## config.mk

```make
export PLATFORM = sky130hd
export DESIGN_NAME = onehot_decoder_pipe
export DESIGN_NICKNAME = d
export VERILOG_FILES = /design/src/rtl/onehot_decoder_pipe_pkg.sv /design/src/rtl/onehot_decoder_pipe_dec_comb.sv /design/src/rtl/onehot_decoder_pipe.sv
export SDC_FILE = /design/constraint.sdc
export NUM_CORES = 1
export LEC_CHECK = 0
export CAP_MARGIN = 20
export CORE_MARGIN = 5
export CORE_UTILIZATION = 49
export CTS_CLUSTER_DIAMETER = 120
export DETAILED_ROUTE_END_ITERATION = 12
export HOLD_SLACK_MARGIN = 0.06
export PLACE_DENSITY = 0.85
export SYNTH_ARGS = -nofsm -noshare
export SYNTH_HDL_FRONTEND = slang
export SYNTH_SLANG_ARGS = --single-unit
```

## constraint.sdc

```tcl
create_clock -name clk -period 2.4 [get_ports clk]
set_clock_uncertainty 0.1 [all_clocks]
set_input_delay 0.48 -clock clk [delete_from_list [all_inputs] [get_ports clk]]
set_output_delay 0.48 -clock clk [all_outputs]
set_load 0.005 [all_outputs]
```

## src/rtl/onehot_decoder_pipe_pkg.sv

```systemverilog
// Package dec_pkg: shared types and helpers for the one-hot decoder pipeline.
// Holds the occupancy state type, the default code width and the
// code-width -> output-width helper used by both the top and the decoder.
package dec_pkg;

    // Default binary code width; output width is 2**DEF_SEL_W.
    localparam int DEF_SEL_W = 2;

    // Buffer occupancy: nothing held, main register only, main plus skid.
    typedef enum logic [1:0] {
        EMPTY = 2'd0,
        ONE   = 2'd1,
        TWO   = 2'd2
    } occ_e;

    // One-hot output width for a given code width.
    function automatic int out_w(input int sel_w);
        return 1 << sel_w;
    endfunction

endpackage

```

## src/rtl/onehot_decoder_pipe_dec_comb.sv

```systemverilog
// onehot_dec_comb: purely combinational binary code + enable -> one-hot.
// Bit k of the result is set only when the enable is high and the code
// equals k; with the enable low the whole word is zero.
module onehot_dec_comb
    import dec_pkg::*;
#(
    parameter int SEL_W = DEF_SEL_W,
    localparam int OUT_W = out_w(SEL_W)
) (
    input  logic [SEL_W-1:0] i_code,
    input  logic             i_en,
    output logic [OUT_W-1:0] o_onehot
);

    // One comparator per output line.
    generate
        for (genvar gi = 0; gi < OUT_W; gi++) begin : g_line
            assign o_onehot[gi] = i_en && (i_code == SEL_W'(gi));
        end
    endgenerate

endmodule

```

## src/rtl/onehot_decoder_pipe.sv

```systemverilog
// onehot_decoder_pipe: registered binary-to-one-hot decoder on a
// valid/ready stream, with a 2-entry (main + skid) buffer so the input
// side sustains one beat per cycle while in_ready stays a register.
// Optional feature: define DEC_XFER_CNT_EN to add the xfer_cnt port, a
// saturating count of output handshakes.
module onehot_decoder_pipe
    import dec_pkg::*;
#(
    parameter int SEL_W = DEF_SEL_W,
    parameter int CNT_W = 16,
    localparam int OUT_W = out_w(SEL_W)
) (
    input  logic             clk,
    input  logic             rst_n,
    input  logic             in_valid,
    output logic             in_ready,
    input  logic [SEL_W-1:0] in_code,
    input  logic             in_en,
    output logic             out_valid,
    input  logic             out_ready,
    output logic [OUT_W-1:0] out_onehot
`ifdef DEC_XFER_CNT_EN
    ,
    output logic [CNT_W-1:0] xfer_cnt
`endif
);

    occ_e             r_state;
    logic             r_in_ready;
    logic [OUT_W-1:0] r_main;
    logic [OUT_W-1:0] r_skid;

    logic [OUT_W-1:0] w_dec_onehot;
    logic             w_push;
    logic             w_pop;

    // Decode ahead of the register stage so the stored beat is already one-hot.
    onehot_dec_comb #(
        .SEL_W (SEL_W)
    ) u_dec (
        .i_code   (in_code),
        .i_en     (in_en),
        .o_onehot (w_dec_onehot)
    );

    assign w_push     = in_valid && r_in_ready;
    assign w_pop      = out_valid && out_ready;
    assign in_ready   = r_in_ready;
    assign out_valid  = (r_state != EMPTY);
    assign out_onehot = r_main;

    // Occupancy FSM with main/skid data registers; in_ready tracks the next state.
    always_ff @(posedge clk) begin
        if (!rst_n) begin
            r_state    <= EMPTY;
            r_in_ready <= 1'b1;
            r_main     <= '0;
            r_skid     <= '0;
        end else begin
            case (r_state)
                EMPTY: begin
                    if (w_push) begin
                        r_state <= ONE;
                        r_main  <= w_dec_onehot;
                    end
                end
                ONE: begin
                    if (w_push && !w_pop) begin
                        // Consumer stalled: park the new beat behind the main one.
                        r_state    <= TWO;
                        r_skid     <= w_dec_onehot;
                        r_in_ready <= 1'b0;
                    end else if (w_pop && !w_push) begin
                        r_state <= EMPTY;
                    end else if (w_push && w_pop) begin
                        r_main <= w_dec_onehot;
                    end
                end
                TWO: begin
                    // No push can happen here because in_ready is low.
                    if (w_pop) begin
                        r_state    <= ONE;
                        r_main     <= r_skid;
                        r_in_ready <= 1'b1;
                    end
                end
                default: begin
                    r_state    <= EMPTY;
                    r_in_ready <= 1'b1;
                end
            endcase
        end
    end

`ifdef DEC_XFER_CNT_EN
    logic [CNT_W-1:0] r_xfer_cnt;

    // Saturating count of output handshakes, including all-zero beats.
    always_ff @(posedge clk) begin
        if (!rst_n) begin
            r_xfer_cnt <= '0;
        end else if (w_pop && (r_xfer_cnt != {CNT_W{1'b1}})) begin
            r_xfer_cnt <= r_xfer_cnt + CNT_W'(1);
        end
    end

    assign xfer_cnt = r_xfer_cnt;
`else
    // Counter absent; keep the width parameter referenced.
    logic [CNT_W-1:0] w_xfer_cnt_unused;
    assign w_xfer_cnt_unused = '0;
`endif

endmodule

```

==> impl_metrics.json, run 1 <==
{
  "clockBufferDepth": 2,
  "ir_drop_uv": 334,
  "place.port_buffers": 12,
  "antenna_found_initial": 0,
  "vias_per_cell": 5.74,
  "drv_slew": 0,
  "syn_inst": 76,
  "layout_commonest_cell": "clkdlybuf4s50_1",
  "cp-end-kind": "flip-flop",
  "grt_usage_pct": 17.0,
  "worst-setup-path-type": "primary input to flip-flop",
  "vias": 603,
  "period_share_pct": 86.1,
  "gp_congestion": 0.818,
  "cts_max_level": 1,
  "grt_overflow_total": 0,
  "numCtsBuffers": 3,
  "post_cts_resized": 0,
  "internal_power_w": 0.000357,
  "cp_max_fo": 4,
  "maxCapViolCount": 0,
  "antenna_left": 0,
  "post_cts_buffers": 0,
  "initial_core_util_pct": 51.7,
  "final_cell_mix": "clkdlybuf4s50_1 (12), dfxtp_1 (11)",
  "core_area_um2": 1300,
  "grt_max_degree": 17,
  "drt_wl_total_um": 1490,
  "rsz0062_at_grt": "no",
  "yosys_warnings": 0,
  "finalHoldViolCount": 0,
  "cp_data_arrival_time_ns": 2.17,
  "syn-cell-area_um2": 673,
  "cts.sinks": 11,
  "num_io_pins": 13,
  "ys_seq_elements": 11,
  "n_antenna_cell": 0,
  "hold_class": "flip-flop to flip-flop",
  "clock.fmax_mhz": 484,
  "cts.clk_slew.worst_paths_ns": 0.07,
  "switchingPower_w": 0.000150,
  "p_per_area_nw_per_um2": 600,
  "p_total_w": 0.000506,
  "drt_pass1_iterations": 4,
  "p_clk_share_pct": 25.6,
  "combPwrFrac_pct": 32.6,
  "area_growth_pct": 25.3,
  "tightest_slew_ns": 0.359,
  "synth_seq_area_share_pct": 32.7,
  "num_rows": 13,
  "p_sw_share_pct": 29.6,
  "die_h_um": 47.1,
  "max_slew_margin_pct": 76.0,
  "cts_root_buffer": "clkbuf_4",
  "avgRoutedWirePerCell_um": 14.2,
  "grt_first_pass_wirelength_um": 2570,
  "clk_latency_ns": 0.27,
  "critPathLaunchType": "primary input",
  "drc": 0,
  "drive_above_1_share_pct": 11.1,
  "tns_ns": 0,
  "nets": 101,
  "min_period_ns": 2.07,
  "fillers": 120,
  "leakagePower_nw": 0.380,
  "critPathRequiredTime_ns": 2.50,
  "status": "complete, no violations",
  "setup_viol": 0,
  "synth_nets": 86,
  "sequentialPowerShare_pct": 41.8,
  "first_iter_violations": 11,
  "synth.distinct_cells": 26,
  "cts_tree": "done",
  "grt_pass1_vias": 611,
  "avgSynthCellArea_um2": 8.86,
  "holdBufCountCts": 0,
  "detailed_place_hpwl_um": 1130,
  "dieArea_um2": 2220,
  "die_w_um": 47.1
}
[routing by layer]
| metal | vias to the layer above | GRT usage [%] | part of all wire, % |
|---|---|---|---|
| met5 | - | 0 | 0 |
| met4 | 0 | 8.29 | 1.7 |
| met3 | 4 | 5.75 | 3.5 |
| met2 | 7 | 27.6 | 51 |
| met1 | 287 | 20.0 | 44 |
| li1 | 305 | - | - |
[registers in the layout, indices dropped and copies added, names as in the netlist]
name and flops:
in_ready 1, out_onehot 4, r_skid 4, r_state 2
[area by class of cell]
| class | instances | area [um2] | share of cell area [%] |
|---|---|---|---|
| multi-input cells | 56 | 417 | 49.4 |
| flip-flops and latches | 11 | 220 | 26.1 |
| repair buffers | 16 | 150 | 17.8 |
| clock buffers | 4 | 26.3 | 3.12 |
| well taps | 15 | 18.8 | 2.23 |
| inverters | 3 | 11.3 | 1.34 |
[stage by stage]
step / hold WS, ns / area (um2) / util (%) / cells / worst slack, ns
global placement: 0.370 / 817 / 62.8 / 101 / 0.136
CTS: 0.389 / 843 / 64.8 / 105 / 0.331
detailed placement: 0.379 / 817 / 62.8 / 101 / 0.0595
finish: 0.388 / 843 / 64.8 / 105 / 0.333
global route: 0.427 / 843 / 64.8 / 105 / 0.237
floorplan: 0.357 / 673 / - / 76 / 0.354
[synth_stat cells]
library cell	n	share of area, %
mux2i_1	5	7.4
nand2b_1	5	4.6
o21ai_0	4	3.0
o221a_2	1	1.7
o22a_1	1	1.3
a21oi_1	5	3.7
o221ai_1	4	5.2
a211o_1	4	5.2
nor2b_1	2	1.9
and3_1	1	0.93
nor3b_1	2	2.2
dfxtp_1	11	33
o21a_1	1	1.1
buf_1	1	0.56
ha_1	3	5.6
inv_1	3	1.7
nor3_1	2	1.5
buf_2	2	1.5
nand2_1	5	2.8
a21boi_0	3	3.3
and3b_1	4	5.2
or2_2	1	0.93
clkbuf_1	3	1.7
a21o_1	1	1.1
nor4b_2	1	2.2
and2_1	1	0.93
[power groups by stage]
stage | clock network, W | registers (W) | logic [W]
floorplan | 0 | 0.000218 | 0.0000964
global placement | 0 | 0.000215 | 0.000161
detailed placement | 0 | 0.000216 | 0.000165
CTS | 0.000134 | 0.000212 | 0.000166
global route | 0.000148 | 0.000214 | 0.000181
finish | 0.000129 | 0.000212 | 0.000165
[path summary, 6_finish.rpt]
kind / slack, ns / startpoint / to / cells after the start
worst max register to register: 0.49 / r_state[1]$_SDFFE_PN0P_ / out_onehot[3]$_SDFFE_PN0P_ / 7
worst min register to register: 0.39 / r_skid[0]$_SDFFE_PN0P_ / r_skid[0]$_SDFFE_PN0P_ / 2
worst min-delay path: 0.39 / r_skid[0]$_SDFFE_PN0P_ / r_skid[0]$_SDFFE_PN0P_ / 2
worst max-delay path: 0.33 / out_ready / out_onehot[3]$_SDFFE_PN0P_ / 8
[worst max-delay path: stages]
cell             delay (ns)
clkdlybuf4s50_1        0.47
and2_1                 0.18
inv_1                  0.06
ha_1                   0.21
nor4b_2                0.30
buf_4                  0.18
o221ai_1               0.12
a21oi_1                0.16
[cell families after synthesis]
group | Yosys count | synth area share (%)
AO/OA/AOI/OAI | 24 | 25.6
buffers and inverters | 9 | 5.39
flip-flops | 11 | 32.7
multiplexers | 5 | 7.44
AND/OR/NAND/NOR | 24 | 23.2
adder cells (fa/ha/maj) | 3 | 5.58
Power figures use the tool's default switching activity.
==> run 2: changes to the inputs <==
--- a/config.mk
+++ b/config.mk
@@ -11,7 +11,7 @@
 export CTS_CLUSTER_DIAMETER = 120
 export DETAILED_ROUTE_END_ITERATION = 12
 export HOLD_SLACK_MARGIN = 0.06
-export PLACE_DENSITY = 0.85
+export PLACE_DENSITY = 0.76
 export SYNTH_ARGS = -nofsm -noshare
 export SYNTH_HDL_FRONTEND = slang
 export SYNTH_SLANG_ARGS = --single-unit
==> run 2 against run 1 <==
  * Design area decreased by 0.89%
  * Sequential power about the same
  * Setup slack worse by 0.084 ns
  * Total power shrank 1.1%
  * Count of clock-buffer cells in the layout unchanged
  * Die area is the same
  * Largest cell class unchanged
  * Highest routed layer unchanged
==> impl_metrics.json, run 2 (synthesized netlist as in run 1, its figures left out) <==
{
  "status": "complete, no violations",
  "numCtsBuffers": 3,
  "gp_congestion": 0.779,
  "grt_pass1_vias": 567,
  "combPwrFrac_pct": 32.3,
  "p_clk_share_pct": 25.1,
  "vias_per_cell": 5.61,
  "holdBufCountCts": 0,
  "leakagePower_nw": 0.374,
  "dp.cells": 100,
  "p_per_area_nw_per_um2": 599,
  "grt_first_pass_wirelength_um": 2540,
  "post_cts_buffers": 0,
  "period_share_pct": 89.6,
  "grt_max_degree": 17,
  "cp_data_arrival_time_ns": 2.20,
  "hold_class": "flip-flop to flip-flop",
  "clockBufferDepth": 2,
  "rsz0062_at_grt": "no",
  "post_cts_resized": 0,
  "min_period_ns": 2.15,
  "avgRoutedWirePerCell_um": 14.0,
  "crit_path_end": "out_onehot[0]$_SDFFE_PN0P_",
  "num_io_pins": 13,
  "drive_above_1_share_pct": 10.1,
  "die_h_um": 47.1,
  "sequentialPowerShare_pct": 42.6,
  "cp_max_fo": 5,
  "num_rows": 13,
  "final_cell_area_um2": 836,
  "core_area_um2": 1300,
  "cp-startpoint": "out_ready",
  "finalHoldViolCount": 0,
  "cts_root_buffer": "clkbuf_4",
  "antenna_left": 0,
  "place.port_buffers": 12,
  "cts_tree": "done",
  "drt_pass1_iterations": 4,
  "reg2reg_depth": 6,
  "switchingPower_w": 0.000145,
  "antenna_found_initial": 0,
  "layout_commonest_cell": "clkdlybuf4s50_1",
  "tightest_slew_ns": 0.453,
  "clock.fmax_mhz": 465,
  "finalNonFillerCells": 104,
  "nets": 100,
  "cts.sinks": 11,
  "drc": 0,
  "cts_max_level": 1,
  "internal_power_w": 0.000356,
  "initial_core_util_pct": 51.7,
  "grt_overflow_total": 0,
  "clk_latency_ns": 0.27,
  "dieArea_um2": 2220,
  "drt_wl_total_um": 1450,
  "first_iter_violations": 9,
  "cts.clk_slew.worst_paths_ns": 0.07,
  "p_sw_share_pct": 28.9,
  "n_antenna_cell": 0,
  "detailed_place_hpwl_um": 1110,
  "dpl_cell_area_um2": 810,
  "drv_slew": 0,
  "whs_ns": 0.388,
  "regToRegSetupSlack_ns": 0.40,
  "die_w_um": 47.1,
  "tns_ns": 0,
  "setup_viol": 0,
  "timing.rr.end": "out_onehot[0]$_SDFFE_PN0P_",
  "critPathLaunchType": "primary input",
  "vias": 583,
  "max_slew_margin_pct": 69.7,
  "final_cell_mix": "clkdlybuf4s50_1 (12), dfxtp_1 (11)",
  "grt_usage_pct": 16.7,
  "cp-end-kind": "flip-flop",
  "r2r-start": "r_state[1]$_SDFFE_PN0P_",
  "worst-setup-path-type": "primary input to flip-flop",
  "critPathRequiredTime_ns": 2.45,
  "maxCapViolCount": 0,
  "ir_drop_uv": 506,
  "area_growth_pct": 24.2
}
run 2: power groups by stage:
stage / clock network [W] / logic (W) / registers (W)
final: 0.000126 / 0.000162 / 0.000213
after detailed placement: 0 / 0.000162 / 0.000217
after CTS: 0.000129 / 0.000163 / 0.000213
after floorplan: 0 / 0.0000964 / 0.000218
after global routing: 0.000141 / 0.000181 / 0.000216
after global placement: 0 / 0.000161 / 0.000217
run 2: metal layers:
layer	vias to the layer above	global-route usage, %	part of all wire [%]
li1	303	-	-
met1	264	22.4	48
met2	11	23.6	44
met3	5	3.83	5.1
met4	0	11.6	2.8
met5	-	0	0
run 2: worst min-delay path by stage:
stage / startpoint / to / slack [ns] / cells after the start
global route: r_skid[1]$_SDFFE_PN0P_ / r_skid[1]$_SDFFE_PN0P_ / 0.41 / 2
detailed placement: r_skid[1]$_SDFFE_PN0P_ / r_skid[1]$_SDFFE_PN0P_ / 0.38 / 2
floorplan: r_skid[0]$_SDFFE_PN0P_ / r_skid[0]$_SDFFE_PN0P_ / 0.36 / 2
global placement: r_skid[0]$_SDFFE_PN0P_ / r_skid[0]$_SDFFE_PN0P_ / 0.37 / 2
CTS: r_skid[1]$_SDFFE_PN0P_ / r_skid[1]$_SDFFE_PN0P_ / 0.39 / 2
finish: r_skid[0]$_SDFFE_PN0P_ / r_skid[0]$_SDFFE_PN0P_ / 0.39 / 2
run 2: final cells by class:
type	count	area [um2]
Fill cell	121	465
Multi-Input combinational cell	56	417
Sequential cell	11	220
Timing Repair Buffer	15	143
Clock buffer	4	26.3
Tap cell	15	18.8
Inverter	3	11.3
run 2: critical path: stages:
cell,delay [ns]
clkdlybuf4s50_1,0.47
and2_1,0.17
inv_1,0.05
ha_1,0.21
nor4b_2,0.46
o22a_1,0.28
a21oi_1,0.08
run 2: metrics by stage:
step | util [%] | total power, W | setup slack, ns
floorplan | - | 0.000315 | 0.354
global placement | 62.2 | 0.000378 | 0.00621
detailed placement | 62.2 | 0.000379 | -0.0270
CTS | 64.2 | 0.000505 | 0.261
global route | 64.2 | 0.000537 | 0.0895
finish | 64.2 | 0.000500 | 0.250
==> edit, RTL diff (flow settings as in run 2) <==
Re-encode `occ_e` (3 values) as one-hot, 3 bits wide.
--- a/src/rtl/onehot_decoder_pipe_pkg.sv
+++ b/src/rtl/onehot_decoder_pipe_pkg.sv
@@ -7,10 +7,10 @@
     localparam int DEF_SEL_W = 2;
 
     // Buffer occupancy: nothing held, main register only, main plus skid.
-    typedef enum logic [1:0] {
-        EMPTY = 2'd0,
-        ONE   = 2'd1,
-        TWO   = 2'd2
+    typedef enum logic [2:0] {
+        EMPTY = 3'b001,
+        ONE   = 3'b010,
+        TWO   = 3'b100
     } occ_e;
 
     // One-hot output width for a given code width.
Formal check against the unedited RTL: same outputs for any inputs over 10 cycles, from zero or initial values and one cycle with rst_n low; not proved beyond that.
==> edit against run 2 <==
Largest cell class unchanged. Sequential cell count increased by 1. Critical path type is now flip-flop to output port. Final cell count decreased by 2.9%. Wire length decreased by 6.1%. Final area increased by 3.1%. Area after synthesis increased by 1.7%. Power decreased by 2.1%. Worst hold slack improved by 0.029 ns. Critical path depth decreased by 5. Setup slack got worse by 0.011 ns. Global-route usage decreased by 2.8 points.
==> edit: results (changes against run 2) <==
{| class="wikitable"
! Metric !! Value
|-
| Result of the run || finished, final reports clean (unchanged)
|-
| Maximum number of pins on one net before global-route repair || 13 (was 17)
|-
| Post-detail-place hpwl || 1030 um (was 1110 um)
|-
| Hold_sp || out_onehot[2] (was r_skid[0])
|-
| Xor/xnor share of the synthesized area || 1.28% (was 0%)
|-
| Number of nets produced by synthesis || 80 (was 86)
|-
| Non-filler instance count after layout || 101 (was 104)
|-
| Synth Area in Adders || 5.48% (was 5.58%)
|-
| Most frequent cells after synthesis || sky130_fd_sc_hd__dfxtp_1 (12), sky130_fd_sc_hd__mux2i_1 (8), sky130_fd_sc_hd__nor2b_1 (6) (was sky130_fd_sc_hd__dfxtp_1 (11), sky130_fd_sc_hd__a21oi_1 (5), sky130_fd_sc_hd__mux2i_1 (5), sky130_fd_sc_hd__nand2_1 (5), sky130_fd_sc_hd__nand2b_1 (5))
|-
| Final RePlAce weighted congestion || 0.758 (was 0.779)
|-
| Register area || 240 um^2 (was 220 um^2)
|-
| Post-Place Worst Slack || 0.210 ns (was -0.0270 ns)
|-
| Actual slew at the worst max-slew pin || 0.428 ns (was 0.453 ns)
|-
| Cells taking the most area after synthesis || sky130_fd_sc_hd__dfxtp_1 (35%), sky130_fd_sc_hd__mux2i_1 (12%), sky130_fd_sc_hd__o311a_1 (5.9%), sky130_fd_sc_hd__ha_1 (5.5%), sky130_fd_sc_hd__nor2b_1 (5.5%) (was sky130_fd_sc_hd__dfxtp_1 (33%), sky130_fd_sc_hd__mux2i_1 (7.4%), sky130_fd_sc_hd__ha_1 (5.6%), sky130_fd_sc_hd__a211o_1 (5.2%), sky130_fd_sc_hd__and3b_1 (5.2%))
|-
| Flop and latch count out of synthesis || 12 (was 11)
|-
| VDD IR-drop max || 496 uV (was 506 uV)
|-
| Number of ordinary inverters in the final layout || 2 (was 3)
|-
| Compound-gate portion of the synthesized area || 17.0% (was 25.7%)
|-
| Non-clock buffers, area share || 16.5% (was 17.1%)
|-
| Leak || 0.350 nW (was 0.374 nW)
|-
| DR vias || 554 (was 583)
|-
| Sequential-to-total area share from yosys stat || 35.1% (was 32.7%)
|-
| Overall die width || 47.4 um (was 47.1 um)
|-
| GRT Overall Usage || 14.0% (was 16.7%)
|-
| Synthesized instance count || 70 (was 76)
|-
| Count of routing violations after the opening detailed-route iteration || 5 (was 9)
|}
edit: changes by cell type after synthesis, sizes merged, moves of 3 or more:
cell | before | now
a211o | 4 | 0
a21boi | 3 | 0
a21oi | 5 | 2
mux2i | 5 | 8
nand2b | 5 | 0
nor2b | 2 | 7
o21ai | 4 | 7
o221ai | 4 | 0
o311a | 0 | 4
edit: metrics by stage:
step                total power (W)  util, %
floorplan                  0.000281        -
global placement           0.000329     62.7
detailed placement         0.000330     62.7
CTS                        0.000491     65.4
global route               0.000511     65.4
finish                     0.000490     65.4
edit: critical path, stage by stage, from the launching register on:
cell                              delay [ns]
sky130_fd_sc_hd__dfxtp_1                0.36
sky130_fd_sc_hd__or3b_2                 0.48
sky130_fd_sc_hd__clkdlybuf4s50_1        0.46
edit: logic make-up after synthesis:
kind of cell	after synthesis
XOR/XNOR	1
multiplexers	8
AND/OR/NAND/NOR	24
buffers and inverters	5
flip-flops	12
AO/OA/AOI/OAI	17
adder cells (fa/ha/maj)	3
edit: power by group:
part / internal, W / switching (W) / total [W]
clock network: 0.0000924 / 0.0000714 / 0.000164
registers: 0.000211 / 0.00000729 / 0.000219
logic: 0.0000604 / 0.0000467 / 0.000107
total: 0.000364 / 0.000125 / 0.000490
edit: per-layer routing:
metal | wire length, um | global-route usage [%] | vias to the layer above
met2 | 587 | 20.1 | 14
met1 | 698 | 20.3 | 253
li1 | - | - | 285
met4 | 21 | 4.97 | 0
met3 | 56 | 3.07 | 2
met5 | 0 | 0 | -
edit: worst paths after layout:
check	end	slack (ns)	cells after the start
worst max-delay path	out_valid	0.24	2
worst min-delay path	out_onehot[2]	0.42	1
worst max register to register	out_onehot[3]	0.30	8
worst min register to register	out_onehot[2]	0.42	1
